===== src/rtl/fb_pkg.sv =====
// Shared constants for the frame-buffer SPRAM arbiter: default bus widths,
// requester IDs used on the read-return tag, and round-robin pointer codes.
package fb_pkg;

    localparam int FB_ADDR_W = 17;
    localparam int FB_DATA_W = 8;

    localparam logic [1:0] ID_NONE = 2'd0;
    localparam logic [1:0] ID_JWB  = 2'd1;
    localparam logic [1:0] ID_YTY  = 2'd2;
    localparam logic [1:0] ID_SPI  = 2'd3;

    // Pointer codes double as bit positions in the {SPI,YTY,JWB} req/gnt vectors
    localparam logic [1:0] PTR_JWB = 2'd0;
    localparam logic [1:0] PTR_YTY = 2'd1;
    localparam logic [1:0] PTR_SPI = 2'd2;

endpackage


===== src/rtl/fb_mem_arbiter_if.sv =====
// Requester handshakes and SPRAM command/return bus for the frame-buffer arbiter.
// The arbiter uses the slave modport; requesters and memory sit on the master side.
interface fb_mem_arbiter_if #(
    parameter int ADDR_W = fb_pkg::FB_ADDR_W,
    parameter int DATA_W = fb_pkg::FB_DATA_W
);

    logic              cam_we;
    logic [ADDR_W-1:0] cam_addr;
    logic [DATA_W-1:0] cam_wdata;

    logic              jwb_req;
    logic [ADDR_W-1:0] jwb_addr;
    logic [DATA_W-1:0] jwb_wdata;
    logic              jwb_gnt;

    logic              yty_req;
    logic [ADDR_W-1:0] yty_addr;
    logic              yty_gnt;
    logic              yty_rvalid;

    logic              spi_req;
    logic [ADDR_W-1:0] spi_addr;
    logic              spi_gnt;
    logic              spi_rvalid;

    logic [DATA_W-1:0] rd_data;

    logic [ADDR_W-1:0] mem_addr;
    logic [DATA_W-1:0] mem_wdata;
    logic              mem_we;
    logic              mem_re;
    logic [DATA_W-1:0] mem_rdata;

    logic [2:0]        starve;

    modport slave (
        input  cam_we, cam_addr, cam_wdata,
        input  jwb_req, jwb_addr, jwb_wdata,
        input  yty_req, yty_addr,
        input  spi_req, spi_addr,
        input  mem_rdata,
        output jwb_gnt, yty_gnt, yty_rvalid, spi_gnt, spi_rvalid,
        output rd_data, mem_addr, mem_wdata, mem_we, mem_re, starve
    );

    modport master (
        output cam_we, cam_addr, cam_wdata,
        output jwb_req, jwb_addr, jwb_wdata,
        output yty_req, yty_addr,
        output spi_req, spi_addr,
        output mem_rdata,
        input  jwb_gnt, yty_gnt, yty_rvalid, spi_gnt, spi_rvalid,
        input  rd_data, mem_addr, mem_wdata, mem_we, mem_re, starve
    );

endinterface


===== src/rtl/fb_rr_pick3.sv =====
// Combinational 3-way round-robin selector: scans req starting at ptr in the
// order JWB->YTY->SPI->JWB and returns a one-hot grant (or zero when idle).
module fb_rr_pick3
    import fb_pkg::*;
(
    input  logic [2:0] req,
    input  logic [1:0] ptr,
    output logic [2:0] gnt
);

    always_comb begin
        gnt = 3'b000;
        case (ptr)
            PTR_YTY: begin
                if (req[1])      gnt = 3'b010;
                else if (req[2]) gnt = 3'b100;
                else if (req[0]) gnt = 3'b001;
            end
            PTR_SPI: begin
                if (req[2])      gnt = 3'b100;
                else if (req[0]) gnt = 3'b001;
                else if (req[1]) gnt = 3'b010;
            end
            default: begin
                if (req[0])      gnt = 3'b001;
                else if (req[1]) gnt = 3'b010;
                else if (req[2]) gnt = 3'b100;
            end
        endcase
    end

endmodule


===== src/rtl/fb_mem_arbiter.sv =====
// Single-port frame-buffer SPRAM arbiter: CAM writes always win, JWB/YTY/SPI share
// the remaining cycles round-robin; one registered command per cycle, tagged read return.
module fb_mem_arbiter
    import fb_pkg::*;
#(
    parameter int ADDR_W   = FB_ADDR_W,
    parameter int DATA_W   = FB_DATA_W,
    parameter int RD_LAT   = 1,
    parameter int STARVE_W = 8
) (
    input  logic              pclk,
    input  logic              reset_n,
    fb_mem_arbiter_if.slave   bus
);

    localparam logic [STARVE_W-1:0] WAIT_ONE = {{(STARVE_W-1){1'b0}}, 1'b1};

    logic [2:0]                raw_req;
    logic [2:0]                rr_req;
    logic [2:0]                gnt_v;
    logic [2:0]                waiting;

    logic [1:0]                ptr_q, ptr_d;
    logic                      mem_we_q, mem_we_d;
    logic                      mem_re_q, mem_re_d;
    logic [ADDR_W-1:0]         mem_addr_q, mem_addr_d;
    logic [DATA_W-1:0]         mem_wdata_q, mem_wdata_d;
    logic [DATA_W-1:0]         rd_data_q, rd_data_d;
    logic [1:0]                tag_in;
    logic [RD_LAT:0][1:0]      tag_q, tag_d;
    logic [2:0][STARVE_W-1:0]  wait_q, wait_d;
    logic [2:0]                starve_q, starve_d;

    function automatic logic [STARVE_W-1:0] next_wait(input logic w, input logic [STARVE_W-1:0] cnt);
        if (!w)
            return '0;
        else if (&cnt)
            return cnt;
        else
            return cnt + WAIT_ONE;
    endfunction

    assign raw_req = {bus.spi_req, bus.yty_req, bus.jwb_req};
    // Grants are suppressed while reset is asserted and whenever CAM owns the cycle
    assign rr_req  = (bus.cam_we || !reset_n) ? 3'b000 : raw_req;

    fb_rr_pick3 u_pick (
        .req (rr_req),
        .ptr (ptr_q),
        .gnt (gnt_v)
    );

    always_comb begin
        ptr_d       = ptr_q;
        mem_we_d    = 1'b0;
        mem_re_d    = 1'b0;
        mem_addr_d  = mem_addr_q;
        mem_wdata_d = mem_wdata_q;
        tag_in      = ID_NONE;
        if (bus.cam_we) begin
            mem_we_d    = 1'b1;
            mem_addr_d  = bus.cam_addr;
            mem_wdata_d = bus.cam_wdata;
        end else if (gnt_v[0]) begin
            mem_we_d    = 1'b1;
            mem_addr_d  = bus.jwb_addr;
            mem_wdata_d = bus.jwb_wdata;
            ptr_d       = PTR_YTY;
        end else if (gnt_v[1]) begin
            mem_re_d    = 1'b1;
            mem_addr_d  = bus.yty_addr;
            tag_in      = ID_YTY;
            ptr_d       = PTR_SPI;
        end else if (gnt_v[2]) begin
            mem_re_d    = 1'b1;
            mem_addr_d  = bus.spi_addr;
            tag_in      = ID_SPI;
            ptr_d       = PTR_JWB;
        end
    end

    // Read data is captured in the cycle its tag is one stage from the output
    always_comb begin
        tag_d     = {tag_q[RD_LAT-1:0], tag_in};
        rd_data_d = rd_data_q;
        if (tag_q[RD_LAT-1] != ID_NONE)
            rd_data_d = bus.mem_rdata;
    end

    always_comb begin
        waiting   = raw_req & ~gnt_v;
        wait_d[0] = next_wait(waiting[0], wait_q[0]);
        wait_d[1] = next_wait(waiting[1], wait_q[1]);
        wait_d[2] = next_wait(waiting[2], wait_q[2]);
        starve_d  = starve_q | (waiting & {&wait_q[2], &wait_q[1], &wait_q[0]});
    end

    always_ff @(posedge pclk or negedge reset_n) begin
        if (!reset_n) begin
            ptr_q       <= PTR_JWB;
            mem_we_q    <= 1'b0;
            mem_re_q    <= 1'b0;
            mem_addr_q  <= '0;
            mem_wdata_q <= '0;
            rd_data_q   <= '0;
            tag_q       <= '0;
            wait_q      <= '0;
            starve_q    <= 3'b000;
        end else begin
            ptr_q       <= ptr_d;
            mem_we_q    <= mem_we_d;
            mem_re_q    <= mem_re_d;
            mem_addr_q  <= mem_addr_d;
            mem_wdata_q <= mem_wdata_d;
            rd_data_q   <= rd_data_d;
            tag_q       <= tag_d;
            wait_q      <= wait_d;
            starve_q    <= starve_d;
        end
    end

    assign bus.jwb_gnt    = gnt_v[0];
    assign bus.yty_gnt    = gnt_v[1];
    assign bus.spi_gnt    = gnt_v[2];
    assign bus.yty_rvalid = (tag_q[RD_LAT] == ID_YTY);
    assign bus.spi_rvalid = (tag_q[RD_LAT] == ID_SPI);
    assign bus.rd_data    = rd_data_q;
    assign bus.mem_addr   = mem_addr_q;
    assign bus.mem_wdata  = mem_wdata_q;
    assign bus.mem_we     = mem_we_q;
    assign bus.mem_re     = mem_re_q;
    assign bus.starve     = starve_q;

endmodule


===== src/flat_wrapper.sv =====
// flat-port wrapper written by rule: the top's interface ports become plain ports
module fb_mem_arbiter_flat import fb_pkg::*;
#(
    parameter int ADDR_W   = FB_ADDR_W,
    parameter int DATA_W   = FB_DATA_W,
    parameter int RD_LAT   = 1,
    parameter int STARVE_W = 8
)
  (pclk, reset_n, bus_cam_we, bus_cam_addr, bus_cam_wdata, bus_jwb_req, bus_jwb_addr, bus_jwb_wdata, bus_yty_req, bus_yty_addr, bus_spi_req, bus_spi_addr, bus_mem_rdata, bus_jwb_gnt, bus_yty_gnt, bus_yty_rvalid, bus_spi_gnt, bus_spi_rvalid, bus_rd_data, bus_mem_addr, bus_mem_wdata, bus_mem_we, bus_mem_re, bus_starve);
  fb_mem_arbiter_if #(.ADDR_W(ADDR_W), .DATA_W(DATA_W)) bus_i ();
  input  logic pclk;
  input  logic reset_n;
  input wire logic [$bits(bus_i.cam_we)-1:0] bus_cam_we;
  input wire logic [$bits(bus_i.cam_addr)-1:0] bus_cam_addr;
  input wire logic [$bits(bus_i.cam_wdata)-1:0] bus_cam_wdata;
  input wire logic [$bits(bus_i.jwb_req)-1:0] bus_jwb_req;
  input wire logic [$bits(bus_i.jwb_addr)-1:0] bus_jwb_addr;
  input wire logic [$bits(bus_i.jwb_wdata)-1:0] bus_jwb_wdata;
  input wire logic [$bits(bus_i.yty_req)-1:0] bus_yty_req;
  input wire logic [$bits(bus_i.yty_addr)-1:0] bus_yty_addr;
  input wire logic [$bits(bus_i.spi_req)-1:0] bus_spi_req;
  input wire logic [$bits(bus_i.spi_addr)-1:0] bus_spi_addr;
  input wire logic [$bits(bus_i.mem_rdata)-1:0] bus_mem_rdata;
  output wire logic [$bits(bus_i.jwb_gnt)-1:0] bus_jwb_gnt;
  output wire logic [$bits(bus_i.yty_gnt)-1:0] bus_yty_gnt;
  output wire logic [$bits(bus_i.yty_rvalid)-1:0] bus_yty_rvalid;
  output wire logic [$bits(bus_i.spi_gnt)-1:0] bus_spi_gnt;
  output wire logic [$bits(bus_i.spi_rvalid)-1:0] bus_spi_rvalid;
  output wire logic [$bits(bus_i.rd_data)-1:0] bus_rd_data;
  output wire logic [$bits(bus_i.mem_addr)-1:0] bus_mem_addr;
  output wire logic [$bits(bus_i.mem_wdata)-1:0] bus_mem_wdata;
  output wire logic [$bits(bus_i.mem_we)-1:0] bus_mem_we;
  output wire logic [$bits(bus_i.mem_re)-1:0] bus_mem_re;
  output wire logic [$bits(bus_i.starve)-1:0] bus_starve;
  assign bus_i.cam_we = bus_cam_we;
  assign bus_i.cam_addr = bus_cam_addr;
  assign bus_i.cam_wdata = bus_cam_wdata;
  assign bus_i.jwb_req = bus_jwb_req;
  assign bus_i.jwb_addr = bus_jwb_addr;
  assign bus_i.jwb_wdata = bus_jwb_wdata;
  assign bus_i.yty_req = bus_yty_req;
  assign bus_i.yty_addr = bus_yty_addr;
  assign bus_i.spi_req = bus_spi_req;
  assign bus_i.spi_addr = bus_spi_addr;
  assign bus_i.mem_rdata = bus_mem_rdata;
  assign bus_jwb_gnt = bus_i.jwb_gnt;
  assign bus_yty_gnt = bus_i.yty_gnt;
  assign bus_yty_rvalid = bus_i.yty_rvalid;
  assign bus_spi_gnt = bus_i.spi_gnt;
  assign bus_spi_rvalid = bus_i.spi_rvalid;
  assign bus_rd_data = bus_i.rd_data;
  assign bus_mem_addr = bus_i.mem_addr;
  assign bus_mem_wdata = bus_i.mem_wdata;
  assign bus_mem_we = bus_i.mem_we;
  assign bus_mem_re = bus_i.mem_re;
  assign bus_starve = bus_i.starve;
  fb_mem_arbiter #(.ADDR_W(ADDR_W), .DATA_W(DATA_W), .RD_LAT(RD_LAT), .STARVE_W(STARVE_W)) u_core (.pclk(pclk), .reset_n(reset_n), .bus(bus_i));
endmodule

===== config.mk =====
export PLATFORM = sky130hd
export DESIGN_NAME = fb_mem_arbiter_flat
export DESIGN_NICKNAME = d
export VERILOG_FILES = /design/src/rtl/fb_pkg.sv /design/src/rtl/fb_mem_arbiter_if.sv /design/src/rtl/fb_rr_pick3.sv /design/src/rtl/fb_mem_arbiter.sv /design/src/flat_wrapper.sv
export SDC_FILE = /design/constraint.sdc
export NUM_CORES = 1
export LEC_CHECK = 0
export ABC_AREA = 0
export ABC_CLOCK_PERIOD_IN_PS = 1900
export CAP_MARGIN = 0
export CORE_MARGIN = 5
export CORE_UTILIZATION = 39
export CTS_CLUSTER_DIAMETER = 80
export DETAILED_ROUTE_END_ITERATION = 8
export PLACE_DENSITY = 0.78
export SKIP_LAST_GASP = 1
export SYNTH_ARGS = -nofsm -noshare
export SYNTH_HDL_FRONTEND = slang
export SYNTH_SLANG_ARGS = --single-unit
export TNS_END_PERCENT = 100

===== constraint.sdc =====
create_clock -name pclk -period 1.9 [get_ports pclk]
set_input_delay 0.38 -clock pclk [delete_from_list [all_inputs] [get_ports pclk]]
set_output_delay 0.38 -clock pclk [all_outputs]
set_load 0.005 [all_outputs]

==> reports/qor.yml, run 1 <==
ys_warn_count: 0
synth_top_cell_area_share_pct: 48.9
coreArea_um2: 8720
wire_per_inst_um: 18.8
cp_max_fo: 3
min_period_ps: 2150
row_count: 34
synth_most_common_cell: "dfrtp_1"
p_clk_share_pct: 22.4
p_leak_nw: 2.45
num-nets-final: 627
die_area_um2: 10900
ys_seq_area_share_pct: 48.9
synth_flop_cell: "dfrtp_1"
ioPinCount: 141
ant_nets: 0
drt_iter0_drc: 175
worstReg2RegEnd: "u_core.bus.mem_addr[11]"
syn_to_final_growth_pct: 67.4
combPwrFrac_pct: 43.8
vias: 3554
io_buffers: 140
r2r_slack_ps: -160
violations: "negative setup slack"
internal-power_mw: 4.02
total_power_mw: 5.86
slew_headroom_pct: 42.4
track_usage_pct: 19.7
cts_tree: "yes"
drv_cap: 0
clk_latency_ps: 350
cp.arrival_ps: 1770
setup-tns-final_ps: -2910
cp-start-kind: "flop"
drc: 0
power_density_nw_per_um2: 1010
fillCellCount: 665
diodes: 0
ir_drop_mv: 0.516
crit_type: "reg2out"
status: "finished, violations left"
finClkSkew_ps: 10.7
cts_buffer_depth: 2
end_kind: "output port"
reg2reg_depth: 8
grt_pass1_vias: 3611
final_layout_size_suffix_gt1_share_pct: 22.1
cts-root-buf: "clkbuf_8"
ys_seq_elements: 68
die_width_um: 104
rsz0062_at_grt: "true"
worst_pin_slew_ps: 864
grt_overflow: 0
cts_max_level: 3
start_util_pct: 39.9
reg2reg_from: "u_core.ptr_q[0]"
path_clk_slew_ps: 80
async_flop_share_pct: 100
yosys-top-cells-count: "68 x dfrtp_1, 32 x nand2_1, 29 x nor2_1"
p_sw_mw: 1.84
timing.hold.ws_ps: 377
slew_viol_final: 0
hpwl_um: 8090
first_pass_iters: 4
routed_wl_um: 12000
netlist_top_cells_area: "dfrtp_1 49%, a221oi_2 4.3%, nor3_1 3.9%"
cts_buffers: 9
syn_nets: 452
grt_max_degree: 69
syn_inst: 349
hold_viol_final: 0
finalSetupViolCount: 29
clock-sinks: 68
synth_top_area_cell: "dfrtp_1"
worst_slack_ps: -251
grt_pass1_wl_um: 17500
syn_area_um2: 3480
fmaxAchievable_mhz: 465
routed_via_density: 5.58
syn_avg_cell_area_um2: 9.97
switching_share_pct: 31.4
antenna_found_initial: 0
hold_class: "in2async"
place_congestion: 0.849
seq_power_share_pct: 33.7
worst_ep_required_time_ps: 1520
layout_worst_path_cycle_share_pct: 113
ys_types: 43
synth_edf_count: 0
die_h_um: 104
[worst max-delay path by stage]
stage / slack (ps) / cells after the start / startpoint / to
3_3_place_gp: -490 / 8 / bus_spi_req / u_core.wait_q[12]
2_1_floorplan: 5 / 8 / u_core.ptr_q[1] / u_core.bus.mem_addr[0]
6_report: -250 / 6 / u_core.ptr_q[0] / bus_yty_gnt
4_1_cts: -240 / 6 / u_core.ptr_q[1] / bus_yty_gnt
5_1_grt: -320 / 6 / u_core.ptr_q[0] / bus_yty_gnt
3_5_place_dp: -560 / 8 / bus_spi_req / u_core.wait_q[14]
[cell families after synthesis]
group	share of synthesized area, %
mux	4.03
fa+ha+maj	1.80
xor+xnor	1.26
buf+inv	5.39
compound gates	22.2
flops	48.9
simple gates	16.4
[through the flow]
step	util, %	setup slack [ps]	instance area, um2	instances
CTS	63.0	-236	5490	623
floorplan	-	4.77	3520	349
global placement	59.7	-493	5210	606
global route	66.8	-323	5830	637
detailed placement	59.7	-555	5210	606
finish	66.8	-251	5830	637
[worst max-delay path: stages (launching register included)]
cell and delay, ps:
dfrtp_1 420, buf_4 160, ha_4 170, nor2b_4 130, o311ai_4 330, inv_2 80, buf_6 130
[state kept, by name, summed over array words and instances (netlist names)]
register / flops
u_core.bus.rd_data: 8
u_core.bus.mem_wdata: 8
u_core.bus.mem_we: 1
u_core.bus.starve: 3
u_core.tag_q: 2
u_core.tag_d: 2
u_core.wait_q: 24
u_core.ptr_q: 2
u_core.bus.mem_addr: 17
u_core.bus.mem_re: 1
[power by group through the flow]
stage / Clock, mW / Combinational (mW) / Sequential, mW
finish: 1.31 / 2.57 / 1.98
global route: 1.39 / 2.76 / 2.02
CTS: 1.33 / 2.26 / 1.97
detailed placement: 0 / 2.17 / 2.00
global placement: 0 / 2.11 / 1.98
floorplan: 0 / 0.965 / 2.00
[timing repair]
action	CTS	global route
buffers inserted	0	10
resized for setup	26	40
hold buffers	0	0
cloned	1	5
setup endpoints to repair	40	47
pin swaps	3	13
[layout by cell type (no fill, tap or decap), types with 5 or more instances in the layout]
cell type        synthesis  routed
buf_6                    2       8
mux2i_1                  5       5
o211ai_1                17      17
nand2_1                 32      30
nor3_1                  27      25
clkdlybuf4s50_1          0     136
nor2_1                  29      27
a32oi_1                  8       8
o21ai_0                  7       7
clkbuf_8                 0       9
a21oi_1                  6       5
dfrtp_1                 68      68
buf_4                    0      28
buf_12                   0       6
nand3_1                  5       5
a22oi_1                 17      17
mux2_2                   8       8
a221oi_2                10      15
inv_1                   23      20
and3_1                   8       8
[per-layer routing]
| metal | global-route usage, % | vias up | wire length [um] |
|---|---|---|---|
| met4 | 7.77 | 0 | 293 |
| met3 | 6.15 | 22 | 1020 |
| met2 | 33.4 | 164 | 6060 |
| met1 | 23.1 | 1729 | 4620 |
| met5 | 0 | - | 0 |
| li1 | - | 1639 | - |
[final cells by class]
cell class                 count  area (um2)  area share (%)
sequential                    68        1700            29.2
timing repair buffer         184        1890            32.5
inverter                      24        90.1            1.55
multi-input combinational    237        1790            30.7
clock inverter                 7        91.3            1.57
tap                          108         135            2.32
clock buffer                   9         124            2.13
Power figures use the tool's default switching activity.
==> run 2, diff against run 1 <==
--- a/config.mk
+++ b/config.mk
@@ -13,7 +13,6 @@
 export CTS_CLUSTER_DIAMETER = 80
 export DETAILED_ROUTE_END_ITERATION = 8
 export PLACE_DENSITY = 0.78
-export SKIP_LAST_GASP = 1
 export SYNTH_ARGS = -nofsm -noshare
 export SYNTH_HDL_FRONTEND = slang
 export SYNTH_SLANG_ARGS = --single-unit
==> reports/qor.yml, run 2 (synthesis gave the netlist of run 1 again) <==
routed_via_density: 5.56  # was 5.58
final_layout_size_suffix_gt1_share_pct: 22.7  # was 22.1%
end_kind: "output port"  # unchanged
cts_buffers: 9  # unchanged
finalSetupViolCount: 25  # was 29
use_met2_pct: 33.2  # was 33.4%
track_usage_pct: 19.7  # about the same
path_clk_slew_ps: 70  # was 80 ps
clock-sinks: 68  # unchanged
fmaxAchievable_mhz: 466  # was 465 MHz
top_register: "u_core.wait_q"  # unchanged
wire_per_inst_um: 19.0  # was 18.8 um
p_clk_share_pct: 22.3  # was 22.4%
drv_cap: 0  # unchanged
cp.arrival_ps: 1770  # about the same
num-nets-final: 627  # unchanged
ir_drop_mv: 0.515  # was 0.516 mV
p_leak_nw: 2.45  # about the same
start_util_pct: 39.9  # unchanged
crit_type: "reg2out"  # unchanged
grtUsageMet1_pct: 23.0  # was 23.1%
total_power_mw: 5.87  # was 5.86 mW
vias: 3549  # was 3554
worst_slack_ps: -247  # was -251 ps
grt_max_degree: 69  # unchanged
switching_share_pct: 31.5  # was 31.4%
cts_max_level: 3  # unchanged
min_period_ps: 2150  # about the same
ioPinCount: 141  # unchanged
gr-max-usage-layer: "met2"  # unchanged
antenna_found_initial: 0  # unchanged
cts_tree: "yes"  # unchanged
hpwl_um: 8090  # unchanged
syn_to_final_growth_pct: 67.9  # was 67.4%
drt_iter0_drc: 146  # was 175
status: "finished, violations left"  # unchanged
clk_latency_ps: 340  # was 350 ps
row_count: 34  # unchanged
hold_class: "reg2reg"  # was in2async
grtUsageMet3_pct: 6.15  # unchanged
placed_area_um2: 5210  # unchanged
power_density_nw_per_um2: 1000  # was 1010 nW/um2
cp-start-kind: "flop"  # unchanged
violations: "negative setup slack"  # unchanged
io_buffers: 140  # unchanged
die_area_um2: 10900  # unchanged
mostFrequentLayoutCells: "136 x clkdlybuf4s50_1, 68 x dfrtp_1, 30 x nand2_1"  # unchanged
hold_viol_final: 0  # unchanged
cp_max_fo: 3  # unchanged
rsz0062_at_grt: "true"  # unchanged
grt_overflow: 0  # unchanged
grt_pass1_vias: 3618  # was 3611
die_h_um: 104  # unchanged
die_width_um: 104  # unchanged
layout_worst_path_cycle_share_pct: 113  # about the same
drc: 0  # unchanged
layout_commonest_cell: "clkdlybuf4s50_1"  # unchanged
grt_pass1_wl_um: 17400  # was 17500 um
worst_ep_required_time_ps: 1520  # about the same
routed_wl_um: 12100  # was 12000 um
slew_viol_final: 0  # unchanged
first_pass_iters: 4  # unchanged
ant_nets: 0  # unchanged
internal-power_mw: 4.02  # about the same
slew_headroom_pct: 42.1  # was 42.4%
p_sw_mw: 1.85  # was 1.84 mW
finClkSkew_ps: 11.1  # was 10.7 ps
seq_power_share_pct: 33.7  # about the same
cts_buffer_depth: 2  # unchanged
combPwrFrac_pct: 44.0  # was 43.8%
setup-tns-final_ps: -2530  # was -2910 ps
worst_pin_slew_ps: 868  # was 864 ps
cts-root-buf: "clkbuf_8"  # unchanged
place_congestion: 0.849  # unchanged
largest_reg_flops: 24  # unchanged
design_area_um2: 5850  # was 5830 um2
coreArea_um2: 8720  # unchanged
r2r_slack_ps: -150  # was -160 ps
run 2: cell types whose count changed in the layout (fill, tap and decap cells not counted), sizes merged:
cell,change
diode,+1
run 2: power groups by stage:
stage / logic, mW / clock network (mW) / registers (mW)
floorplan: 0.965 / 0 / 2.00
global placement: 2.11 / 0 / 1.98
detailed placement: 2.17 / 0 / 2.00
CTS: 2.26 / 1.33 / 1.97
global route: 2.77 / 1.39 / 2.02
finish: 2.58 / 1.31 / 1.98
run 2: layer usage:
| layer | up-vias | part of all wire [%] |
|---|---|---|
| li1 | 1637 | - |
| met4 | 0 | 2.9 |
| met3 | 32 | 7.7 |
| met1 | 1736 | 39 |
| met2 | 144 | 50 |
| met5 | - | 0 |
run 2: metrics by stage:
stage                     setup WS, ps  hold WS (ps)  instances  utilization [%]
after floorplan                   4.77          84.4        349                -
after global placement            -493           358        606             59.7
after detailed placement          -555           371        606             59.7
after CTS                         -236           385        623             63.0
after global routing              -320           402        637             67.0
final                             -247           381        638             67.0
run 2: cell type report:
type                    instances  area (um2)
multi-input cells             237        1810
inverters                      24        90.1
clock inverters                 7        91.3
flip-flops and latches         68        1700
fillers                       663        2880
diodes                          1        2.50
clock buffers                   9         124
well taps                     108         135
repair buffers                184        1890
run 2: worst max-delay path, stage by stage (launching register included):
cell and delay, ps:
dfrtp_1 420, buf_4 160, ha_4 170, nor2b_4 130, o311ai_4 330, inv_2 90, buf_6 130
run 2: final timing paths:
check	startpoint	end	depth (start not counted)
worst max-delay path	u_core.ptr_q[0]	bus_yty_gnt	6
worst min-delay path	u_core.tag_d[3]	u_core.tag_q[3]	0
worst max register to register	u_core.ptr_q[0]	u_core.bus.mem_addr[12]	8
worst min register to register	u_core.tag_d[3]	u_core.tag_q[3]	0
max in group asynchronous	reset_n	u_core.tag_q[2]	3
min in group asynchronous	reset_n	u_core.wait_q[1]	3
run 2: timing repair:
item | in CTS | in global routing
cloned | 1 | 5
setup endpoints to repair | 40 | 44
gates resized for setup | 27 | 42
buffers inserted | 0 | 10
pin swaps | 3 | 14
hold buffers | 0 | 0
==> run 3, diff against run 2 <==
--- a/config.mk
+++ b/config.mk
@@ -8,11 +8,11 @@
 export ABC_AREA = 0
 export ABC_CLOCK_PERIOD_IN_PS = 1900
 export CAP_MARGIN = 0
-export CORE_MARGIN = 5
 export CORE_UTILIZATION = 39
 export CTS_CLUSTER_DIAMETER = 80
 export DETAILED_ROUTE_END_ITERATION = 8
 export PLACE_DENSITY = 0.78
+export SLEW_MARGIN = 20
 export SYNTH_ARGS = -nofsm -noshare
 export SYNTH_HDL_FRONTEND = slang
 export SYNTH_SLANG_ARGS = --single-unit
==> reports/qor.yml, run 3 (synthesis gave the netlist of run 1 again) <==
rsz0062_at_grt: "true"  # unchanged
place_congestion: 0.805  # was 0.849
largest_reg_flops: 24  # unchanged
routed_wl_um: 11500  # was 12100 um
gr-max-usage-layer: "met2"  # unchanged
hold_class: "in2async"  # was reg2reg
cp-start-kind: "flop"  # unchanged
hold_viol_final: 0  # unchanged
cts_tree: "yes"  # unchanged
ant_nets: 0  # unchanged
diodes: 0  # was 1
drc: 0  # unchanged
row_count: 34  # unchanged
die_area_um2: 9310  # was 10900 um2
fmaxAchievable_mhz: 439  # was 466 MHz
die_width_um: 96.5  # was 104 um
routed_via_density: 5.48  # was 5.56
end_kind: "flop"  # was output port
drt_iter0_drc: 163  # was 146
slew_headroom_pct: 55.4  # was 42.1%
use_met2_pct: 37.3  # was 33.2%
combPwrFrac_pct: 45.4  # was 44.0%
violations: "negative setup slack"  # unchanged
vias: 3536  # was 3549
total_power_mw: 5.87  # about the same
p_clk_share_pct: 20.8  # was 22.3%
clk_latency_ps: 360  # was 340 ps
cp.arrival_ps: 2530  # was 1770 ps
layout_commonest_cell: "clkdlybuf4s50_1"  # unchanged
ioPinCount: 141  # unchanged
track_usage_pct: 22.7  # was 19.7%
clock-sinks: 68  # unchanged
grt_max_degree: 55  # was 69
die_h_um: 96.5  # was 104 um
top_register: "u_core.wait_q"  # unchanged
grtUsageMet1_pct: 28.1  # was 23.0%
num-nets-final: 635  # was 627
coreArea_um2: 8680  # was 8720 um2
status: "finished, violations left"  # unchanged
finalSetupViolCount: 30  # was 25
start_util_pct: 40.1  # was 39.9%
slew_viol_final: 0  # unchanged
grt_pass1_vias: 3309  # was 3618
worst_slack_ps: -377  # was -247 ps
ir_drop_mv: 0.577  # was 0.515 mV
cts_buffers: 9  # unchanged
hpwl_um: 7310  # was 8090 um
drv_cap: 0  # unchanged
crit_type: "reg2reg"  # was reg2out
switching_share_pct: 31.6  # was 31.5%
cts-root-buf: "clkbuf_8"  # unchanged
grt_overflow: 0  # unchanged
mostFrequentLayoutCells: "136 x clkdlybuf4s50_1, 68 x dfrtp_1, 31 x buf_4"  # was 136 x clkdlybuf4s50_1, 68 x dfrtp_1, 30 x nand2_1
antenna_found_initial: 0  # unchanged
power_density_nw_per_um2: 989  # was 1000 nW/um2
cts_buffer_depth: 2  # unchanged
wire_per_inst_um: 17.8  # was 19.0 um
layout_worst_path_cycle_share_pct: 120  # was 113%
final_layout_size_suffix_gt1_share_pct: 22.5  # was 22.7%
path_clk_slew_ps: 80  # was 70 ps
worst_ep_required_time_ps: 2150  # was 1520 ps
timing.hold.ws_ps: 295  # was 381 ps
seq_power_share_pct: 33.8  # was 33.7%
syn_to_final_growth_pct: 70.5  # was 67.9%
p_sw_mw: 1.85  # about the same
io_buffers: 140  # unchanged
cp_max_fo: 4  # was 3
internal-power_mw: 4.02  # about the same
finClkSkew_ps: 7.73  # was 11.1 ps
cts_max_level: 3  # unchanged
p_leak_nw: 2.51  # was 2.45 nW
first_pass_iters: 5  # was 4
worst_pin_slew_ps: 669  # was 868 ps
min_period_ps: 2280  # was 2150 ps
grtUsageMet3_pct: 6.96  # was 6.15%
grt_pass1_wl_um: 16000  # was 17400 um
[run 3: what timing repair did]
item,CTS,global route
hold buffers,1,0
pin swaps,10,16
setup buffers,6,10
gates resized for setup,34,33
setup endpoints to repair,35,38
gates cloned,2,3
endpoints found under the hold margin,4,0
[run 3: critical path: stages (launching register included)]
cell and delay, ps:
dfrtp_1 430, ha_4 270, buf_6 130, nor2b_1 240, o311ai_4 150, buf_4 160, buf_8 130, and4_4 190
buf_4 150, a221oi_1 310
[run 3: metrics by stage]
stage	TNS (ps)	worst slack [ps]	std cells	util, %	area, um2
floorplan	0	4.77	349	-	3520
global placement	-15030	-501	607	60.1	5220
detailed placement	-17860	-524	607	60.1	5220
CTS	-4410	-282	632	64.8	5620
global route	-9100	-425	645	68.4	5930
finish	-6550	-377	645	68.4	5930
[run 3: final timing paths]
| kind | start | to | slack (ps) | depth (start not counted) |
|---|---|---|---|---|
| setup / recovery | u_core.ptr_q[1] | u_core.bus.mem_addr[8] | -380 | 9 |
| hold / removal | reset_n | u_core.wait_q[18] | 300 | 3 |
| setup reg to reg | u_core.ptr_q[1] | u_core.bus.mem_addr[8] | -380 | 9 |
| hold reg to reg | u_core.tag_d[2] | u_core.tag_q[2] | 380 | 0 |
| max in group asynchronous | reset_n | u_core.bus.mem_addr[0] | 1170 | 3 |
| min in group pclk | u_core.tag_d[2] | u_core.tag_q[2] | 380 | 0 |
[run 3: power by group through the flow]
stage	registers, mW	logic [mW]	clock network [mW]
global placement	1.99	2.09	0
floorplan	2.00	0.965	0
finish	1.98	2.67	1.22
detailed placement	2.00	2.15	0
CTS	1.97	2.37	1.24
global route	2.03	2.86	1.30
[run 3: cell type report]
class | instances | area [um2]
Timing Repair Buffer | 192 | 2010
Tap cell | 108 | 135
Clock buffer | 10 | 138
Sequential cell | 68 | 1700
Multi-Input combinational cell | 237 | 1790
Clock inverter | 6 | 63.8
Inverter | 24 | 90.1
Fill cell | 647 | 2740
[run 3: layer usage]
layer	vias to the layer above	routed length, um
met1	1728	4570
met4	0	359
li1	1657	-
met3	28	715
met5	-	0
met2	123	5810
